File: src/rtl/gate_stim_checker_pkg.sv
// Shared definitions for the gate stimulus checker: op encodings,
// FSM state encoding and the reference gate function.
package gate_pkg;

  // Gate function the checker expects the device under test to implement
  typedef enum logic [1:0] {
    OP_AND  = 2'd0,
    OP_OR   = 2'd1,
    OP_XOR  = 2'd2,
    OP_NAND = 2'd3
  } op_t;

  // Sweep controller states
  typedef enum logic [1:0] {
    IDLE  = 2'd0,
    APPLY = 2'd1,
    DONE  = 2'd2
  } state_t;

  // Width of the per-vector hold counter, enough for HOLD_CYCLES up to 255
  localparam int HOLD_W = 8;

  // A full sweep has four vectors, so the mismatch count saturates here
  localparam logic [2:0] ERR_MAX = 3'd4;

  // Value a correct gate of the given function produces for operands a, b
  function automatic logic gate_expected(op_t op, logic a, logic b);
    logic r;
    r = 1'b0;
    case (op)
      OP_AND:  r = a & b;
      OP_OR:   r = a | b;
      OP_XOR:  r = a ^ b;
      OP_NAND: r = ~(a & b);
      default: r = 1'b0;
    endcase
    return r;
  endfunction

endpackage

File: src/rtl/gate_stim_checker_hold_timer.sv
// Per-vector hold counter: counts 0..HOLD_CYCLES-1 while enabled and
// flags the final cycle, where the gate response is sampled.
module hold_timer
  import gate_pkg::*;
#(
  parameter int HOLD_CYCLES = 5
) (
  input  logic clk,
  input  logic rst,
  input  logic clear,
  output logic tick
);

  localparam logic [HOLD_W-1:0] LAST = HOLD_W'(HOLD_CYCLES - 1);

  logic [HOLD_W-1:0] count;

  // Restart on every vector change (tick) and whenever no vector is applied
  always_ff @(posedge clk or posedge rst) begin
    if (rst) begin
      count <= '0;
    end else if (clear || tick) begin
      count <= '0;
    end else begin
      count <= count + HOLD_W'(1);
    end
  end

  assign tick = !clear && (count == LAST);

endmodule

File: config.mk
export PLATFORM = sky130hd
export DESIGN_NAME = hold_timer
export DESIGN_NICKNAME = d
export VERILOG_FILES = /design/src/rtl/gate_stim_checker_pkg.sv /design/src/rtl/gate_stim_checker_hold_timer.sv
export SDC_FILE = /design/constraint.sdc
export NUM_CORES = 1
export LEC_CHECK = 0
export CAP_MARGIN = 20
export CORE_AREA = 2 2 39 41
export DETAILED_ROUTE_END_ITERATION = 7
export DIE_AREA = 0 0 41 43
export GPL_TIMING_DRIVEN = 0
export REMOVE_ABC_BUFFERS = 1
export SYNTH_ARGS = -nofsm -noshare
export SYNTH_HDL_FRONTEND = slang
export SYNTH_SLANG_ARGS = --single-unit
File: constraint.sdc
create_clock -name clk -period 2.1 [get_ports clk]
set_clock_uncertainty 0.2 [all_clocks]
set_input_delay 0.63 -clock clk [delete_from_list [all_inputs] [get_ports clk]]
set_output_delay 0.63 -clock clk [all_outputs]
set_load 0.05 [all_outputs]
**After elaboration in Yosys (flattened, before gate mapping)**

Index checks and enable logic that the tools add are counted.

- Add/subtract/negate cells: 1
- Equal/unequal tests: 1
- Mux-type cells: 1
- Reductions and logical operators: 3

Operators by type and width:

| operator | number |
|---|---|
| adder 8 x 1 -> 8 bit (second input constant) | 1 |
| == test 8 x 3 -> 1 bit (second input constant) | 1 |
| 2-to-1 mux 8 bit | 1 |
| logical AND 1 bit | 1 |
| logical NOT 1 bit | 1 |
| logical OR 1 bit | 1 |

- Flip-flop bits (word level): 8
- Input port bits: 3
- Output and inout bits: 1

**Depth between registers and ports, before layout**

Gate-level depths: netlist of run 1.

- Depth after elaboration: 4
- Depth in mapped cells: 5

**Least setup slack after synthesis of run 1**

No wires, ideal clock.

- Kind: reg-to-output
- From: reg count[0]
- To: out tick
- Arrival time: 1508 ps
- Path slack: -238 ps
- Cell stages (with the launch flop): 6
- Cells stage by stage: dfrtp_1 inv_1 ha_1 and4bb_2 nand2_1 nor2_1

- Word-level cells in the longest chain between the ends: 2

Ends and longest elaborated chain:

| item | line | RTL |
|---|---|---|
| start: declaration | gate_stim_checker_hold_timer.sv:16 | `logic [HOLD_W-1:0] count;` |
| start signal: assignment | gate_stim_checker_hold_timer.sv:25 | `count <= count + HOLD_W'(1);` |
| == test 8 x 3 -> 1 bit | gate_stim_checker_hold_timer.sv:29 | `assign tick = !clear && (count == LAST);` |
| logical AND 1 bit | gate_stim_checker_hold_timer.sv:29 |  |
| end: declaration | gate_stim_checker_hold_timer.sv:11 | `output logic tick` |

No other way between the ends.

**Final worst setup path of run 1**

- From: reg count[1]
- To: out tick

The elaborated chain is that of the path after synthesis.

==> impl_metrics.json, run 1 <==
{
  "regToRegStartpoint": "count[1]$_DFF_PP0_",
  "async_flop_share": 1.00,
  "powerDensity_nw_per_um2": 638,
  "drtIter0Drc": 3,
  "power_frac_seq": 0.492,
  "clk_latency_ns": 0.25,
  "yosysTopAreaCell": "dfrtp_1",
  "hold_violations": 0,
  "wl_per_cell_um": 11.9,
  "coreArea_um2": 1380,
  "hp-class": "reg2reg",
  "clock_power_share": 0.345,
  "synth_edf_count": 0,
  "fillCellCount": 147,
  "cp-startpoint": "count[1]$_DFF_PP0_",
  "syn2layout_area_growth_pct": 29.3,
  "antenna_found_initial": 0,
  "yosysMostFrequentCell": "dfrtp_1",
  "cts.sinks": 8,
  "ir_worst_vdd_mv": 0.226,
  "die_area_um2": 1760,
  "regMostFlops": "count",
  "startpoint_type": "flop",
  "largest_reg_flops": 8,
  "p_leak_uw": 0.000241,
  "layout-drive-gt1-share": 0.302,
  "p_switching_uw": 86.1,
  "p_comb_frac": 0.163,
  "rrSetupSlack_ns": 0.45,
  "hpwl_um": 557,
  "die_x_um": 41,
  "drt-total-wl_um": 820,
  "max_cap_violations": 0,
  "cp.required_ns": 1.27,
  "cp-end-kind": "output pin",
  "fin_area_um2": 531,
  "dpl_cell_area_um2": 460,
  "slew_violations": 0,
  "gr-usage-all-layers": 0.111,
  "holdPathEnd": "count[0]$_DFF_PP0_",
  "cp_max_fo": 2,
  "cts_buffers": 3,
  "ys_top_cells_by_area": "dfrtp_1 (49%), ha_1 (6.1%), nor2_1 (5.5%), nand3_1 (4.9%), inv_1 (4.6%)",
  "switching_share": 0.254,
  "drc": 0,
  "min_path_cells": 2,
  "dp.cells": 62,
  "ys_types": 16,
  "slew_headroom": 0.794,
  "nNetsFinal": 60,
  "clk_pin_slew_worst_paths_ns": 0.06,
  "cts_tree": "yes",
  "layout.cells.non_filler": 69,
  "ant_nets": 0,
  "synth_area_per_cell_um2": 9.54,
  "intPower_uw": 252,
  "initial_core_util": 0.297,
  "synth_ff_type": "dfrtp_1",
  "grt_pass1_wl_mm": 1.26,
  "row_count": 14,
  "setup_viol": 1,
  "clockBufferDepth": 2,
  "synth_seq_cells": 8,
  "setup_ws_ns": -0.132,
  "synthCells": 43,
  "reg.largest.list": "count: 8 flops",
  "fmax_mhz": 448,
  "ys_seq_area_frac": 0.488,
  "port_buffers": 3,
  "rsz0062_at_grt": "true",
  "ios": 4,
  "place.gp.congestion": 0.690,
  "r2r_end": "count[6]$_DFF_PP0_",
  "min_from": "count[0]$_DFF_PP0_",
  "hold_ws_ns": 0.365,
  "antenna_cells": 0,
  "root_buffer": "clkbuf_4",
  "grt_pass1_vias": 298,
  "die_y_um": 43,
  "via_count": 339,
  "status": "finished, violations left",
  "drt_pass1_iterations": 2,
  "ys_warn_count": 0,
  "synth_area_um2": 410,
  "overflow": 0,
  "arrival_ns": 1.40,
  "worstMarginPinSlew_ns": 0.308,
  "grt_max_degree": 9,
  "layout_worst_path_cycle_share": 1.06,
  "vias_per_cell": 4.91,
  "reg2reg_depth": 6,
  "final_core_util": 0.383,
  "yosysTopAreaCellShare": 0.488,
  "synth_common_cells": "dfrtp_1 (8), nor2_1 (6), inv_1 (5)",
  "cts_hold_buf": 0,
  "htree_levels": 1,
  "failed_checks": "setup timing",
  "period_minus_slack_ns": 2.23,
  "timing_worst_setup_path_type": "reg2out"
}
[logic make-up after synthesis]
| logic type | after synthesis | share of synthesized area |
|---|---|---|
| and+or+nand+nor | 18 | 0.241 |
| DFF | 8 | 0.488 |
| AOI/OAI and AO/OA | 7 | 0.101 |
| buffers and inverters | 5 | 0.0457 |
| xor gates and xnor gates | 3 | 0.0640 |
| adders and majority gates | 2 | 0.0610 |
[layer usage]
layer / GRT usage / vias to the layer above / share of wire
met4: 0.0800 / 0 / 0.017
li1: - / 168 / -
met2: 0.163 / 6 / 0.53
met3: 0.0314 / 2 / 0.021
met1: 0.131 / 163 / 0.43
met5: 0 / - / 0
[power by group through the flow]
stage	Clock, uW	Sequential (uW)	Combinational [uW]
6_report	117	167	55.1
5_1_grt	131	167	63.8
4_1_cts	124	165	44.5
3_5_place_dp	0	173	33.4
3_3_place_gp	0	172	32.7
2_1_floorplan	0	170	22.8
[stage by stage]
stage	worst slack [ns]	setup TNS, ns	total power (uW)
3_5_place_dp	-0.718	-0.718	206
6_report	-0.132	-0.132	339
5_1_grt	-0.206	-0.206	362
4_1_cts	-0.120	-0.120	334
2_1_floorplan	-0.238	-0.238	193
3_3_place_gp	-0.714	-0.714	205
[how the worst max path moves through the flow]
stage | to | depth (start not counted) | slack (ns)
5_1_grt | tick | 6 | -0.21
3_3_place_gp | tick | 3 | -0.71
4_1_cts | tick | 6 | -0.12
2_1_floorplan | tick | 5 | -0.24
3_5_place_dp | tick | 3 | -0.72
6_report | tick | 6 | -0.13
[worst max-delay path, cell delays in order (launching register included)]
cell and delay (ns):
dfrtp_1 0.39, inv_2 0.07, ha_4 0.12, and4bb_2 0.24, nand2_2 0.05, nor2_2 0.12
buf_6 0.16
[placed cells by master, fill, tap and decap left out, types with 2 or more instances in the layout]
cell and n:
buf_4 4, xor2_1 2, or3_1 3, a21oi_1 2, nor2_1 5, dfrtp_1 8
inv_2 2, clkbuf_4 3, nand3_1 4, o21ai_0 3, inv_1 3
[layout make-up]
cell class	count	area (um^2)	area share
multi-input cells	30	209	0.394
clock buffers	3	22.5	0.0425
repair buffers	7	60.1	0.113
flip-flops and latches	8	200	0.377
inverters	5	18.8	0.0354
well taps	16	20.0	0.0377
[repair_timing]
action                                  in CTS  in global routing
setup buffers                                2                  2
resized for setup                            8                  6
endpoints found under the setup margin       1                  1
pin swaps                                    0                  2
(Power assumes the default switching activity.)
==> run 2: changes to the inputs <==
Clock period 2.1 ns to 2.3 ns, I/O delays scaled along.
==> run 2 against run 1 <==
  * The flow now finishes without violations
  * Sequential cell count did not move
  * Routed wire length shrank 0.12%
  * Count of clock-buffer cells in the layout unchanged
  * Sequential power decreased by 9%
  * Final cell count unchanged
  * Hold slack about the same
  * First-iteration DRC count did not move
  * Die area did not move
  * Highest routed layer unchanged
==> impl_metrics.json, run 2 (synthesis gave the netlist of run 1 again) <==
{
  "setup_viol": 0,
  "worstMarginPinSlew_ns": 0.308,
  "gr-usage-all-layers": 0.111,
  "arrival_ns": 1.38,
  "drt_pass1_iterations": 2,
  "drt-total-wl_um": 819,
  "status": "finished clean",
  "period_minus_slack_ns": 2.27,
  "fin_area_um2": 531,
  "min_from": "count[0]$_DFF_PP0_",
  "htree_levels": 1,
  "port_buffers": 3,
  "drc": 0,
  "nNetsFinal": 60,
  "fmax_mhz": 441,
  "cts_hold_buf": 0,
  "grt_pass1_wl_mm": 1.26,
  "min_path_cells": 2,
  "fin_setup_tns_ns": 0,
  "via_count": 339,
  "initial_core_util": 0.297,
  "drtIter0Drc": 3,
  "slew_violations": 0,
  "holdPathEnd": "count[0]$_DFF_PP0_",
  "max_cap_violations": 0,
  "path_cells": "inv_2 > ha_4 > and4bb_2 > nand2_2 > nor2_2 > buf_6",
  "slew_headroom": 0.794,
  "setup_ws_ns": 0.0315,
  "ant_nets": 0,
  "finalPower_uw": 309,
  "place.gp.congestion": 0.690,
  "cts_buffers": 3,
  "hp-class": "reg2reg",
  "cts_tree": "yes",
  "clockBufferDepth": 2,
  "hpwl_um": 557,
  "startpoint_type": "flop",
  "final_cell_mix": "dfrtp_1 (8), nor2_1 (5), nand3_1 (4), buf_4 (4)",
  "die_y_um": 43,
  "overflow": 0,
  "powerDensity_nw_per_um2": 582,
  "row_count": 14,
  "reg2reg_depth": 6,
  "ios": 4,
  "fillCellCount": 147,
  "rsz0062_at_grt": "true",
  "wl_per_cell_um": 11.9,
  "antenna_found_initial": 0,
  "final-seq-area_um2": 200,
  "die_area_um2": 1760,
  "r2r_end": "count[6]$_DFF_PP0_",
  "rrSetupSlack_ns": 0.65,
  "reg.largest.list": "count: 8 flops",
  "die_x_um": 41,
  "vias_per_cell": 4.91,
  "ir_worst_vdd_mv": 0.207,
  "timing_worst_setup_path_type": "reg2out",
  "antenna_cells": 0,
  "root_buffer": "clkbuf_4",
  "grt_pass1_vias": 298,
  "layout-drive-gt1-share": 0.302,
  "cp_max_fo": 2,
  "cp-end-kind": "output pin",
  "hold_violations": 0,
  "clk_pin_slew_worst_paths_ns": 0.06,
  "layout_worst_path_cycle_share": 0.986,
  "syn2layout_area_growth_pct": 29.3,
  "final_common_cell": "dfrtp_1",
  "grt_max_degree": 9,
  "regMostFlops": "count",
  "multi_input_area_um2": 209,
  "cp.required_ns": 1.41,
  "p_leak_uw": 0.000242,
  "regToRegStartpoint": "count[1]$_DFF_PP0_",
  "cts.sinks": 8,
  "cp_slowest_cell": "dfrtp_1",
  "clk_latency_ns": 0.25,
  "dpl_cell_area_um2": 460,
  "cp_slowest_stage_delay_ns": 0.39,
  "largest_reg_flops": 8,
  "coreArea_um2": 1380,
  "pre_cts_ws_ns": -0.638
}
-- run 2: layout make-up --
type                            count  area share
Multi-Input combinational cell     30       0.394
Sequential cell                     8       0.377
Timing Repair Buffer                7       0.113
Clock buffer                        3      0.0425
Tap cell                           16      0.0377
Inverter                            5      0.0354
-- run 2: per-stage QoR --
stage | std cells | hold slack [ns] | utilization
finish | 69 | 0.365 | 0.383
global route | 69 | 0.392 | 0.383
CTS | 67 | 0.349 | 0.360
detailed placement | 62 | 0.337 | 0.333
global placement | 62 | 0.330 | 0.333
floorplan | 43 | 0.294 | -
-- run 2: report_power, final --
part	internal, uW	switching (uW)	total, uW
logic	24.0	26.2	50.2
clock network	59.7	46.9	107
registers	147	5.58	152
-- run 2: per-layer routing --
metal | track usage | routed length, um | vias up | share of wire
met3 | 0.0314 | 17 | 2 | 0.021
met2 | 0.163 | 436 | 6 | 0.53
met4 | 0.0800 | 14 | 0 | 0.017
met5 | 0 | 0 | - | 0
li1 | - | - | 168 | -
met1 | 0.131 | 350 | 163 | 0.43
-- run 2: worst max-delay path by stage --
| stage | from | to | slack [ns] |
|---|---|---|---|
| global route | count[1]$_DFF_PP0_ | tick | -0.04 |
| global placement | clear | tick | -0.63 |
| detailed placement | clear | tick | -0.64 |
| floorplan | count[0]$_DFF_PP0_ | tick | -0.1 |
| CTS | count[0]$_DFF_PP0_ | tick | 0.004 |
| finish | count[1]$_DFF_PP0_ | tick | 0.03 |
-- run 2: critical path: cells and delay by family (launching register included) --
| kind | cells | cell delay, ns |
|---|---|---|
| flops | 1 | 0.39 |
| fa+ha+maj | 1 | 0.12 |
| simple gates | 3 | 0.39 |
| buf+inv | 2 | 0.23 |
-- run 2: timing repair --
item	4_1_cts	5_1_grt
endpoints found under the setup margin	1	1
buffers inserted	2	2
resized for setup	8	6
pin swaps	1	2
==> run 3: changes to the inputs <==
Settings changed: CAP_MARGIN 20 to 10.
==> results of run 3 <==
Final layout, timing and power as in run 2 (identical DEF).
